**config.mk**
```make
export PLATFORM = sky130hd
export DESIGN_NAME = adc_scan_sequencer
export DESIGN_NICKNAME = d
export VERILOG_FILES = /design/src/rtl/adc_scan_pkg.sv /design/src/rtl/adc_next_ch.sv /design/src/rtl/adc_scan_sequencer.sv
export SDC_FILE = /design/constraint.sdc
export NUM_CORES = 1
export LEC_CHECK = 0
export BUFFER_PORTS_ARGS = -buffer_cell sky130_fd_sc_hd__buf_4
export CAP_MARGIN = 5
export CORE_ASPECT_RATIO = 1.4
export CORE_MARGIN = 8
export CORE_UTILIZATION = 51
export DETAILED_ROUTE_END_ITERATION = 12
export PLACE_DENSITY = 0.7
export SYNTH_ARGS = -nofsm -noshare
export SYNTH_HDL_FRONTEND = slang
export SYNTH_SLANG_ARGS = --single-unit
```
**constraint.sdc**
```tcl
create_clock -name clk -period 2.7 [get_ports clk]
set_input_delay 0 -clock clk [delete_from_list [all_inputs] [get_ports clk]]
set_output_delay 0 -clock clk [all_outputs]
set_load 0.01 [all_outputs]
```
**src/rtl/adc_scan_pkg.sv**
```systemverilog
`default_nettype none
// ============================================================================
// Module      : adc_scan_pkg
// Description : Shared types and constants for the ADC scan sequencer:
//               state encoding, channel/data widths and a lowest-set-bit
//               helper used when (re)starting a scan.
// Revision    : 1.0 - initial release
// ============================================================================
package adc_scan_pkg;

  localparam int NUM_CH = 8;
  localparam int CH_W   = 3;
  localparam int DATA_W = 12;

  typedef enum logic [2:0] {
    IDLE      = 3'd0,
    PRIME     = 3'd1,
    WAIT_TICK = 3'd2,
    WAIT_DONE = 3'd3,
    STORE     = 3'd4
  } state_e;

  // Index of the lowest set bit; 0 when the mask is empty.
  function automatic logic [CH_W-1:0] lowest_set(input logic [NUM_CH-1:0] mask);
    lowest_set = '0;
    for (int i = NUM_CH - 1; i >= 0; i--) begin
      if (mask[i]) lowest_set = CH_W'(i);
    end
  endfunction

endpackage
`default_nettype wire

```
**src/rtl/adc_next_ch.sv**
```systemverilog
`default_nettype none
// ============================================================================
// Module      : adc_next_ch
// Description : Combinational priority finder. Returns the next set bit of
//               mask strictly above cur_ch; when none exists it returns the
//               lowest set bit and raises wrap.
// Ports       : mask    in  [NUM_CH-1:0] channel enable mask
//               cur_ch  in  [CH_W-1:0]   current channel
//               next_ch out [CH_W-1:0]   next channel to convert
//               wrap    out              1 = no higher channel, scan wraps
// Revision    : 1.0 - initial release
// ============================================================================
module adc_next_ch
  import adc_scan_pkg::*;
(
  input  logic [NUM_CH-1:0] mask,
  input  logic [CH_W-1:0]   cur_ch,
  output logic [CH_W-1:0]   next_ch,
  output logic              wrap
);

  // Descending scan so the lowest qualifying bit is the last one written.
  always_comb begin
    next_ch = lowest_set(mask);
    wrap    = 1'b1;
    for (int i = NUM_CH - 1; i >= 0; i--) begin
      if (mask[i] && (CH_W'(i) > cur_ch)) begin
        next_ch = CH_W'(i);
        wrap    = 1'b0;
      end
    end
  end

endmodule
`default_nettype wire

```
**src/rtl/adc_scan_sequencer.sv**
```systemverilog
`default_nettype none
// ============================================================================
// Module      : adc_scan_sequencer
// Description : Autonomous multi-channel scan controller in front of the
//               ADC128S102 serial driver. One conversion per sample tick over
//               the enabled channels in ascending order. The ADC returns data
//               for the address of the previous frame, so every result is
//               tagged with prev_ch and the first frame after a prime is
//               discarded.
// Optional    : ADC_SCAN_TIMEOUT_EN - conversion watchdog (TIMEOUT_CYC) that
//               sets err_timeout and re-primes. Undefined: err_timeout = 0.
// Ports       : clk, rst_n (async, active-low)
//               scan_en, ch_mask            scan control
//               adc_addr, adc_conv_go       to driver
//               adc_data, adc_conv_done     from driver
//               smp_valid, smp_ch, smp_data live sample stream
//               rd_ch -> rd_data            result file read, 1-clk latency
//               busy, overrun, err_timeout  status
// Revision    : 1.0 - initial release
// ============================================================================
module adc_scan_sequencer
  import adc_scan_pkg::*;
#(
  parameter int SAMPLE_PERIOD = 2000,
  parameter int TIMEOUT_CYC   = 256
) (
  input  logic              clk,
  input  logic              rst_n,
  input  logic              scan_en,
  input  logic [NUM_CH-1:0] ch_mask,
  output logic [CH_W-1:0]   adc_addr,
  output logic              adc_conv_go,
  input  logic [DATA_W-1:0] adc_data,
  input  logic              adc_conv_done,
  output logic              smp_valid,
  output logic [CH_W-1:0]   smp_ch,
  output logic [DATA_W-1:0] smp_data,
  input  logic [CH_W-1:0]   rd_ch,
  output logic [DATA_W-1:0] rd_data,
  output logic              busy,
  output logic              overrun,
  output logic              err_timeout
);

  localparam int              CNT_W     = $clog2(SAMPLE_PERIOD + 1);
  localparam logic [CNT_W-1:0] TICK_LAST = CNT_W'(SAMPLE_PERIOD - 1);

  state_e              state_q, state_d;
  logic [CNT_W-1:0]    cnt_q, cnt_d;
  logic [NUM_CH-1:0]   mask_q, mask_d;
  logic [CH_W-1:0]     cur_ch_q, cur_ch_d;
  logic [CH_W-1:0]     prev_ch_q, prev_ch_d;
  logic [CH_W-1:0]     addr_q, addr_d;
  logic                discard_q, discard_d;
  logic                pending_q, pending_d;
  logic                overrun_q, overrun_d;
  logic [DATA_W-1:0]   hold_q, hold_d;
  logic                smp_valid_q, smp_valid_d;
  logic [CH_W-1:0]     smp_ch_q, smp_ch_d;
  logic [DATA_W-1:0]   smp_data_q, smp_data_d;
  logic [DATA_W-1:0]   rd_data_q, rd_data_d;
  logic [DATA_W-1:0]   result_q [NUM_CH];
  logic [DATA_W-1:0]   result_d [NUM_CH];

  logic                tick;
  logic                start;
  logic                issue;
  logic                wd_expire;
  logic                stop;
  logic [CH_W-1:0]     nxt_ch;
  logic                nxt_wrap;

  adc_next_ch u_next_ch (
    .mask    (mask_q),
    .cur_ch  (cur_ch_q),
    .next_ch (nxt_ch),
    .wrap    (nxt_wrap)
  );

  assign tick  = (state_q != IDLE) && (cnt_q == TICK_LAST);
  assign start = (state_q == IDLE) && scan_en && (|ch_mask);
  // On wrap the mask is relatched, so an all-zero ch_mask ends the scan.
  assign stop  = !scan_en || (nxt_wrap && (ch_mask == '0));

  // --------------------------------------------------------------------------
  // FSM: state register
  // --------------------------------------------------------------------------
  always_ff @(posedge clk or negedge rst_n) begin
    if (!rst_n) state_q <= IDLE;
    else        state_q <= state_d;
  end

  // --------------------------------------------------------------------------
  // FSM: next state
  // --------------------------------------------------------------------------
  always_comb begin
    state_d = state_q;
    case (state_q)
      IDLE:      if (start) state_d = PRIME;
      PRIME:     state_d = WAIT_DONE;
      // No frame is in flight while waiting, so disabling exits at once.
      WAIT_TICK: if (!scan_en)              state_d = IDLE;
                 else if (tick || pending_q) state_d = WAIT_DONE;
      WAIT_DONE: if (adc_conv_done)   state_d = STORE;
                 else if (wd_expire)  state_d = IDLE;
      STORE:     state_d = stop ? IDLE : WAIT_TICK;
      default:   state_d = IDLE;
    endcase
  end

  // --------------------------------------------------------------------------
  // FSM: outputs
  // --------------------------------------------------------------------------
  always_comb begin
    issue = (state_q == PRIME) ||
            ((state_q == WAIT_TICK) && scan_en && (tick || pending_q));
    adc_conv_go = issue;
    // Address follows cur_ch on the issue cycle and is then held.
    adc_addr    = issue ? cur_ch_q : addr_q;
    busy        = (state_q != IDLE);
  end

  // --------------------------------------------------------------------------
  // Datapath next values
  // --------------------------------------------------------------------------
  always_comb begin
    cnt_d       = cnt_q;
    mask_d      = mask_q;
    cur_ch_d    = cur_ch_q;
    prev_ch_d   = prev_ch_q;
    addr_d      = addr_q;
    discard_d   = discard_q;
    pending_d   = pending_q;
    overrun_d   = overrun_q;
    hold_d      = hold_q;
    smp_valid_d = 1'b0;
    smp_ch_d    = smp_ch_q;
    smp_data_d  = smp_data_q;
    result_d    = result_q;
    rd_data_d   = result_q[rd_ch];

    if (start) begin
      cnt_d     = '0;
      mask_d    = ch_mask;
      cur_ch_d  = lowest_set(ch_mask);
      pending_d = 1'b0;
      overrun_d = 1'b0;
    end else if (state_q != IDLE) begin
      cnt_d = (cnt_q == TICK_LAST) ? '0 : cnt_q + CNT_W'(1);
    end

    if (state_q == PRIME) discard_d = 1'b1;

    if (issue) begin
      addr_d    = cur_ch_q;
      pending_d = 1'b0;
    end

    // One-deep tick memory while a frame is outstanding.
    if (tick && ((state_q == WAIT_DONE) || (state_q == STORE))) begin
      if (pending_q) overrun_d = 1'b1;
      else           pending_d = 1'b1;
    end

    if ((state_q == WAIT_DONE) && adc_conv_done) hold_d = adc_data;

    if (state_q == STORE) begin
      if (!discard_q) begin
        result_d[prev_ch_q] = hold_q;
        smp_valid_d         = 1'b1;
        smp_ch_d            = prev_ch_q;
        smp_data_d          = hold_q;
      end
      discard_d = 1'b0;
      prev_ch_d = cur_ch_q;
      if (nxt_wrap) begin
        mask_d   = ch_mask;
        cur_ch_d = lowest_set(ch_mask);
      end else begin
        cur_ch_d = nxt_ch;
      end
    end
  end

  always_ff @(posedge clk or negedge rst_n) begin
    if (!rst_n) begin
      cnt_q       <= '0;
      mask_q      <= '0;
      cur_ch_q    <= '0;
      prev_ch_q   <= '0;
      addr_q      <= '0;
      discard_q   <= 1'b0;
      pending_q   <= 1'b0;
      overrun_q   <= 1'b0;
      hold_q      <= '0;
      smp_valid_q <= 1'b0;
      smp_ch_q    <= '0;
      smp_data_q  <= '0;
      rd_data_q   <= '0;
      for (int i = 0; i < NUM_CH; i++) result_q[i] <= '0;
    end else begin
      cnt_q       <= cnt_d;
      mask_q      <= mask_d;
      cur_ch_q    <= cur_ch_d;
      prev_ch_q   <= prev_ch_d;
      addr_q      <= addr_d;
      discard_q   <= discard_d;
      pending_q   <= pending_d;
      overrun_q   <= overrun_d;
      hold_q      <= hold_d;
      smp_valid_q <= smp_valid_d;
      smp_ch_q    <= smp_ch_d;
      smp_data_q  <= smp_data_d;
      rd_data_q   <= rd_data_d;
      result_q    <= result_d;
    end
  end

  assign smp_valid = smp_valid_q;
  assign smp_ch    = smp_ch_q;
  assign smp_data  = smp_data_q;
  assign rd_data   = rd_data_q;
  assign overrun   = overrun_q;

`ifdef ADC_SCAN_TIMEOUT_EN
  localparam int WD_W = $clog2(TIMEOUT_CYC + 1);

  logic [WD_W-1:0] wd_q, wd_d;
  logic            err_timeout_q, err_timeout_d;
  logic            retry_q, retry_d;

  // wd_q equals the number of cycles since adc_conv_go, so the flag becomes
  // visible exactly TIMEOUT_CYC cycles after the start pulse.
  assign wd_expire = (state_q == WAIT_DONE) && !adc_conv_done &&
                     (wd_q == WD_W'(TIMEOUT_CYC - 1));

  always_comb begin
    wd_d          = wd_q;
    err_timeout_d = err_timeout_q;
    retry_d       = retry_q;
    if (issue)                     wd_d = WD_W'(1);
    else if (state_q == WAIT_DONE) wd_d = wd_q + WD_W'(1);
    if (wd_expire) begin
      err_timeout_d = 1'b1;
      retry_d       = 1'b1;
    end else if (start) begin
      // The automatic re-prime after a timeout must keep the flag visible.
      if (!retry_q) err_timeout_d = 1'b0;
      retry_d = 1'b0;
    end else if (state_q == IDLE) begin
      retry_d = 1'b0;
    end
  end

  always_ff @(posedge clk or negedge rst_n) begin
    if (!rst_n) begin
      wd_q          <= '0;
      err_timeout_q <= 1'b0;
      retry_q       <= 1'b0;
    end else begin
      wd_q          <= wd_d;
      err_timeout_q <= err_timeout_d;
      retry_q       <= retry_d;
    end
  end

  assign err_timeout = err_timeout_q;
`else
  logic [31:0] unused_timeout_cyc;
  assign unused_timeout_cyc = 32'(TIMEOUT_CYC);
  assign wd_expire   = 1'b0;
  assign err_timeout = 1'b0;
`endif

endmodule
`default_nettype wire

```
======== Yosys cells after proc, flatten, opt, wreduce, memory -nomap -nowiden ========
Cells that the tools add are included.
operators by class
  $add $sub $neg .......................... 1
  multiply operators ...................... 0
  div/mod/pow operators ................... 0
  $lt $le $gt $ge ......................... 11
  equal/unequal tests ..................... 8
  shifts and indexed selects .............. 0
  muxes and demuxes ....................... 65
  bitwise logic cells ..................... 3
  reductions and logical operators ........ 31
operators with widths
  kind                                                 number
  bitwise mux 96 bit                                   1
  two-way mux 3 bit                                    32
  binary-select mux 12 bit (select 3 bit)              1
  demux 12 bit (select 3 bit)                          1
  two-way mux 12 bit                                   3
  two-way mux 11 bit                                   3
  two-way mux 8 bit                                    3
  two-way mux 1 bit                                    19
  logical AND 1 bit                                    17
  one-hot mux 3 bit (5 select lines)                   1
  > comparator 3 bit (first input constant)            4
  adder 11 x 1 -> 11 bit (second input constant)       1
  == test 11 bit (second input constant)               1
  >= comparator 4 bit (second input constant)          2
  zero test 8 bit                                      1
  NOT 3 -> 4 bit                                       2
  OR reduction 8 bit                                   1
  == test 3 x 2 -> 1 bit (second input constant)       2
  > comparator 1 x 3 -> 1 bit (first input constant)   2
  > comparator 2 x 3 -> 1 bit (first input constant)   2
  nonzero test 2 bit                                   3
  logical OR 1 bit                                     4
  < comparator 4 x 1 -> 1 bit (second input constant)  1
  inequality test 2 bit (second input constant)        2
  other kinds (10)                                     10
word-level totals
  bits in registers ....................... 170
  latch bits .............................. 0
  bits in writable memories ............... 0
  ROM bits ................................ 0
  output and inout bits ................... 35
  word-level logic and storage cells ...... 141
  memories ................................ 0

======== Longest topological paths before layout ========
  word-level depth ........................ 18
  gate-level depth with buffers ........... 8
  depth with buffers taken out ............ 6

======== By module ========
From an unflattened synthesis, not the netlist that was laid out.
unflattened totals
  cells, all modules ...................... 556
  area total of the unflattened synthesis .. 7863.8 µm²
by module, submodules not included
  module              instances  cells each  area an instance (µm²)  sequential area each (µm²)
  adc_scan_sequencer  1          508         7587.3                  4254.1
  adc_next_ch         1          48          276.5                   0.0

======== Worst setup path after synthesis ========
Ideal clock, no wire load.
  path type ............................... flip-flop to flip-flop
  start ................................... register cnt_q[0]
  end ..................................... register addr_q[2]
  arrival ................................. 2.145 ns
  required time ........................... 2.562 ns
  slack ................................... 0.417 ns
  cell stages (with the launch flop) ...... 7
  path buffers ............................ 0
  clock period less this slack ............ 2.283 ns
  path through ............................ dfrtp_1 ha_1 nand3_1 nor4_1 o21bai_1 a21oi_1 mux2_2
on the way
  longest elaborated chain between the ends .. 6
ends and longest elaborated chain
  element                 line                       source
  from (decl)             adc_scan_sequencer.sv:49   logic [CNT_W-1:0] cnt_q, cnt_d;
  from (signal assigned)  adc_scan_sequencer.sv:202  cnt_q <= cnt_d;
  == test 11 bit          adc_scan_sequencer.sv:80   assign tick = (state_q != IDLE) && (cnt_q == TICK_LAST);
  logical AND 1 bit       adc_scan_sequencer.sv:80
  logical OR 1 bit        adc_scan_sequencer.sv:116  ((state_q == WAIT_TICK) && scan_en && (tick || pending_q));
  logical AND 1 bit       adc_scan_sequencer.sv:116
  logical OR 1 bit        adc_scan_sequencer.sv:115  issue = (state_q == PRIME) ||
  net adc_conv_go         adc_scan_sequencer.sv:32   output logic adc_conv_go,
  two-way mux 3 bit       n/a
  net adc_addr[2]         adc_scan_sequencer.sv:31   output logic [CH_W-1:0] adc_addr,
  to (signal assigned)    adc_scan_sequencer.sv:206  addr_q <= addr_d;
  to (decl)               adc_scan_sequencer.sv:53   logic [CH_W-1:0] addr_q, addr_d;
The timed path passes the listed nets, and every way through them passes these cells.
A chain may end at the register's enable or synchronous reset.

======== Final worst setup path ========
  start ................................... register cnt_q[0]
  end ..................................... output adc_addr[2]
on the way
  longest elaborated chain between the ends .. 6
ends and longest elaborated chain
  element            line
  == test 11 bit     adc_scan_sequencer.sv:80
  logical AND 1 bit  adc_scan_sequencer.sv:80
  logical OR 1 bit   adc_scan_sequencer.sv:116
  logical AND 1 bit  adc_scan_sequencer.sv:116
  logical OR 1 bit   adc_scan_sequencer.sv:115
  two-way mux 3 bit  n/a
  to (decl)          adc_scan_sequencer.sv:31
No other way between the ends.

==> flow_summary_export.csv <==
group,metric,value,unit
die,die_footprint,19300,um^2
setup_path,worstReg2RegStart,"cnt_q[0]",
drt,wl,17.0,mm
final_layout,num-nets-final,717,
placement,buffer_ports.inserted,60,
synth,syn_area_per_cell,12.6,um^2
final_layout,finish.cell_count_without_fillers,894,
timing,timing_max_transition_violations_final,0,
die,initial_utilization,0.516,
synth,ys_ff_latch,170,
timing,hold_viol_final,0,
global_routing,grt_max_degree,65,
setup_path,required_time_at_the_endpoint_of_the_critical_path,2.70,ns
placement,placed_cells_incl_taps,838,
drt,initialDrtViolationCount,348,
setup_path,cp_data_arrival_time,2.53,ns
flow_run,max_cap_viol_count,0,
synth,synth.distinct_cells,56,
setup_path,timing.critical_path.fanout_max,6,
clock_tree,clock_pin_transition_on_the_worst_setup_and_hold_timing_paths,0.07,ns
setup_path,critical_path_class,"register to output pin",
placement,dp.final_hpwl,11.3,mm
synth,yosys-top-cells-count,"sky130_fd_sc_hd__dfrtp_1, sky130_fd_sc_hd__nand2_1, sky130_fd_sc_hd__mux2_2, sky130_fd_sc_hd__mux4_2, sky130_fd_sc_hd__o21ai_0",
synth,synth-seq-area-share,0.553,
setup_path,worstSetupStartpoint,"cnt_q[0]",
final_layout,area_delta_synth_final,19.7,%
synth,yosys.area.top_type,"sky130_fd_sc_hd__dfrtp_1",
timing,timing.fmax,395,MHz
drt,viasPerCell,5.59,
pwr,powerDensity,825,nW/um^2
die,floorplan.die.width,120,um
clock_tree,cts_num_sinks,170,
synth,mappedNetlistArea,7690,um^2
setup_path,cpMostUsedCell,"sky130_fd_sc_hd__buf_4",
global_routing,grt_pass1_vias,5419,
drt,routed_wire_length_per_instance,19.0,um
pwr,vdd_ir_drop_max,0.000589,V
placement,gp_congestion,0.836,
synth,dominantRegCellSynth,"sky130_fd_sc_hd__dfrtp_1",
synth,synth-warning-count,0,
clock_tree,tritoncts,"yes",
clock_tree,cts_max_path_buffers,2,
timing,worst-slew-pin-transition,1.10,ns
setup_path,timing.critical_path.slowest_stage_cell,"sky130_fd_sc_hd__dfrtp_1",
setup_path,timing.critical_path.max_delay_family,"simple AND/OR/NAND/NOR gates",
final_layout,drive_gt1_frac,0.377,
timing,holdWs,0.111,ns
clock_tree,htreeDepth,4,
drt,vias,5000,
synth,postSynthNetCount,637,
pwr,total_power,7600,uW
setup_path,cpPeakStageDelay,0.39,ns
final_layout,total_non_filler_cell_area_in_the_finished_layout,9210,um^2
setup_path,critical_path.startpoint_type,"register",
timing,setup-violations-final,0,
die,placement_rows,53,
placement,postPlaceCellArea,8350,um^2
timing,timing.final.crit_period,2.53,ns
global_routing,wire_length_of_the_first_global_routing_pass,28.1,mm
setup_path,cp_num_buf_inv,2,
setup_path,critical_path.cell_chain,"ha_1 -> nand3_1 -> nor4_1 -> buf_4 -> o21bai_1 -> a21oi_2 -> mux2_2 -> buf_4",
final_layout,n_antenna_cell,0,
synth,post_synth_edffs,0,
worst_hold_path,hp-class,"input port to async pin",
global_routing,global_route.usage.total,0.186,
synth,share_of_the_synthesized_area_in_the_top_cell_type,0.553,
global_routing,overflow,0,
drt,number_of_routed_nets_with_antenna_violations,0,
outcome,run_status,"complete, no violations",
die,ioPinCount,62,
drt,remaining_drc_errors,0,
synth,yosysMostFrequentCell,"sky130_fd_sc_hd__dfrtp_1",
synth,asyncSetResetFlopFracSynth,1.00,
drt,drt-pass1-iter-count,4,
die,die_span_in_y,161,um
timing,timing.max_slew.rel_slack,0.257,
setup_path,timing.critical_path.to_type,"output pin",
timing,min_period_over_period,0.938,
timing,setup-tns-final,0,ns
clock_tree,worst_skew_pair.late_latency,0.43,ns
timing,grt_setup_unrepaired,"false",
synth,post_synth_main_area_contributors,"sky130_fd_sc_hd__dfrtp_1, sky130_fd_sc_hd__mux2_2, sky130_fd_sc_hd__mux4_2, sky130_fd_sc_hd__nand2_1, sky130_fd_sc_hd__mux2_4",
global_routing,grt_antenna_before_repair,0,
setup_path,crit_cells,8,
synth,syn-instance-count,609,
pwr,power.leakage,0.00454,uW
timing,finalClockSkew,0.00749,ns
clock_tree,root_buffer,"sky130_fd_sc_hd__clkbuf_16",
die,placeableCoreArea,14900,um^2
setup_path,worst-r2r-cell-count,7,
clock_tree,cts_made_buffers,17,
## where the power goes
| part | switching (uW) | internal [uW] | total [uW] |
|---|---|---|---|
| sequential | 526 | 2910 | 3440 |
| clock | 1050 | 1500 | 2550 |
| combinational | 831 | 780 | 1610 |
## timing repair
action,4_1_cts,5_1_grt
setup buffers,0,0
setup endpoints to repair,0,3
endpoints found under the hold margin,92,0
hold buffers,24,0
gates resized for setup,0,1
## final timing paths
check	endpoint	slack, ns
max	adc_addr[2]	0.17
min	result_q[10]	0.11
max reg2reg	cnt_q[5]	0.27
min reg2reg	smp_data[10]	0.48
max in group asynchronous	result_q[29]	1.75
min in group clk	rd_data[1]	0.23
## registers in the layout, summed over array words and instances, names as in the netlist
signal     cells
result_q      96
hold_q        12
rd_data       12
smp_data      12
cnt_q         11
mask_q         8
addr_q         3
cur_ch_q       3
prev_ch_q      3
smp_ch         3
state_q        3
discard_q      1
overrun        1
pending_q      1
smp_valid      1
## kinds of logic after synthesis
family                   count (synthesis)  synth area share
flip-flops                             170             0.553
XOR/XNOR                                 1           0.00114
adder cells (fa/ha/maj)                  1           0.00163
multiplexers                           143             0.249
AO/OA/AOI/OAI                           66            0.0559
AND/OR/NAND/NOR                        172             0.105
other                                    1          0.000487
buffers and inverters                   55            0.0338
## layer usage
layer / track usage / part of all wire
met1: 0.210 / 0.40
met2: 0.331 / 0.55
met3: 0.0541 / 0.038
met4: 0.0547 / 0.012
met5: 0 / 0
## metrics by stage
stage               worst slack, ns   util
detailed placement            0.327  0.559
global placement              0.500  0.559
finish                        0.168  0.617
global route                 0.0336  0.617
CTS                          0.0876  0.617
floorplan                     0.417      -
## cells in the final DEF, fill, tap and decap left out, types with 3 or more instances in the layout
| master | instances |
|---|---|
| sky130_fd_sc_hd__dfrtp_1 | 170 |
| sky130_fd_sc_hd__nand2_1 | 110 |
| sky130_fd_sc_hd__mux2_2 | 107 |
| sky130_fd_sc_hd__buf_4 | 80 |
| sky130_fd_sc_hd__mux4_2 | 24 |
| sky130_fd_sc_hd__dlygate4sd3_1 | 24 |
| sky130_fd_sc_hd__o21ai_0 | 23 |
| sky130_fd_sc_hd__nor2_1 | 19 |
| sky130_fd_sc_hd__clkbuf_16 | 17 |
| sky130_fd_sc_hd__mux2_4 | 10 |
| sky130_fd_sc_hd__inv_1 | 9 |
| sky130_fd_sc_hd__a21oi_1 | 9 |
| sky130_fd_sc_hd__inv_6 | 6 |
| sky130_fd_sc_hd__nand3_1 | 5 |
| sky130_fd_sc_hd__nor3_1 | 4 |
| sky130_fd_sc_hd__nand2b_1 | 4 |
| sky130_fd_sc_hd__nand4_1 | 4 |
| sky130_fd_sc_hd__a211o_1 | 4 |
| sky130_fd_sc_hd__nor4_1 | 4 |
| sky130_fd_sc_hd__nor2b_1 | 4 |
| sky130_fd_sc_hd__and3_1 | 4 |
| sky130_fd_sc_hd__o31ai_1 | 4 |
| sky130_fd_sc_hd__a31oi_1 | 4 |
| sky130_fd_sc_hd__a21o_1 | 3 |
| sky130_fd_sc_hd__o21bai_1 | 3 |
| sky130_fd_sc_hd__a32o_1 | 3 |
| sky130_fd_sc_hd__bufinv_16 | 3 |
| sky130_fd_sc_hd__clkinvlp_4 | 3 |
## final cells by class
type / count / area [um^2]
tap: 192 / 240
fill: 1171 / 5710
sequential: 170 / 4250
clock buffer: 18 / 439
inverter: 10 / 38.8
timing repair buffer: 106 / 872
multi-input combinational: 384 / 3180
clock inverter: 14 / 183
(Power assumes the default switching activity.)
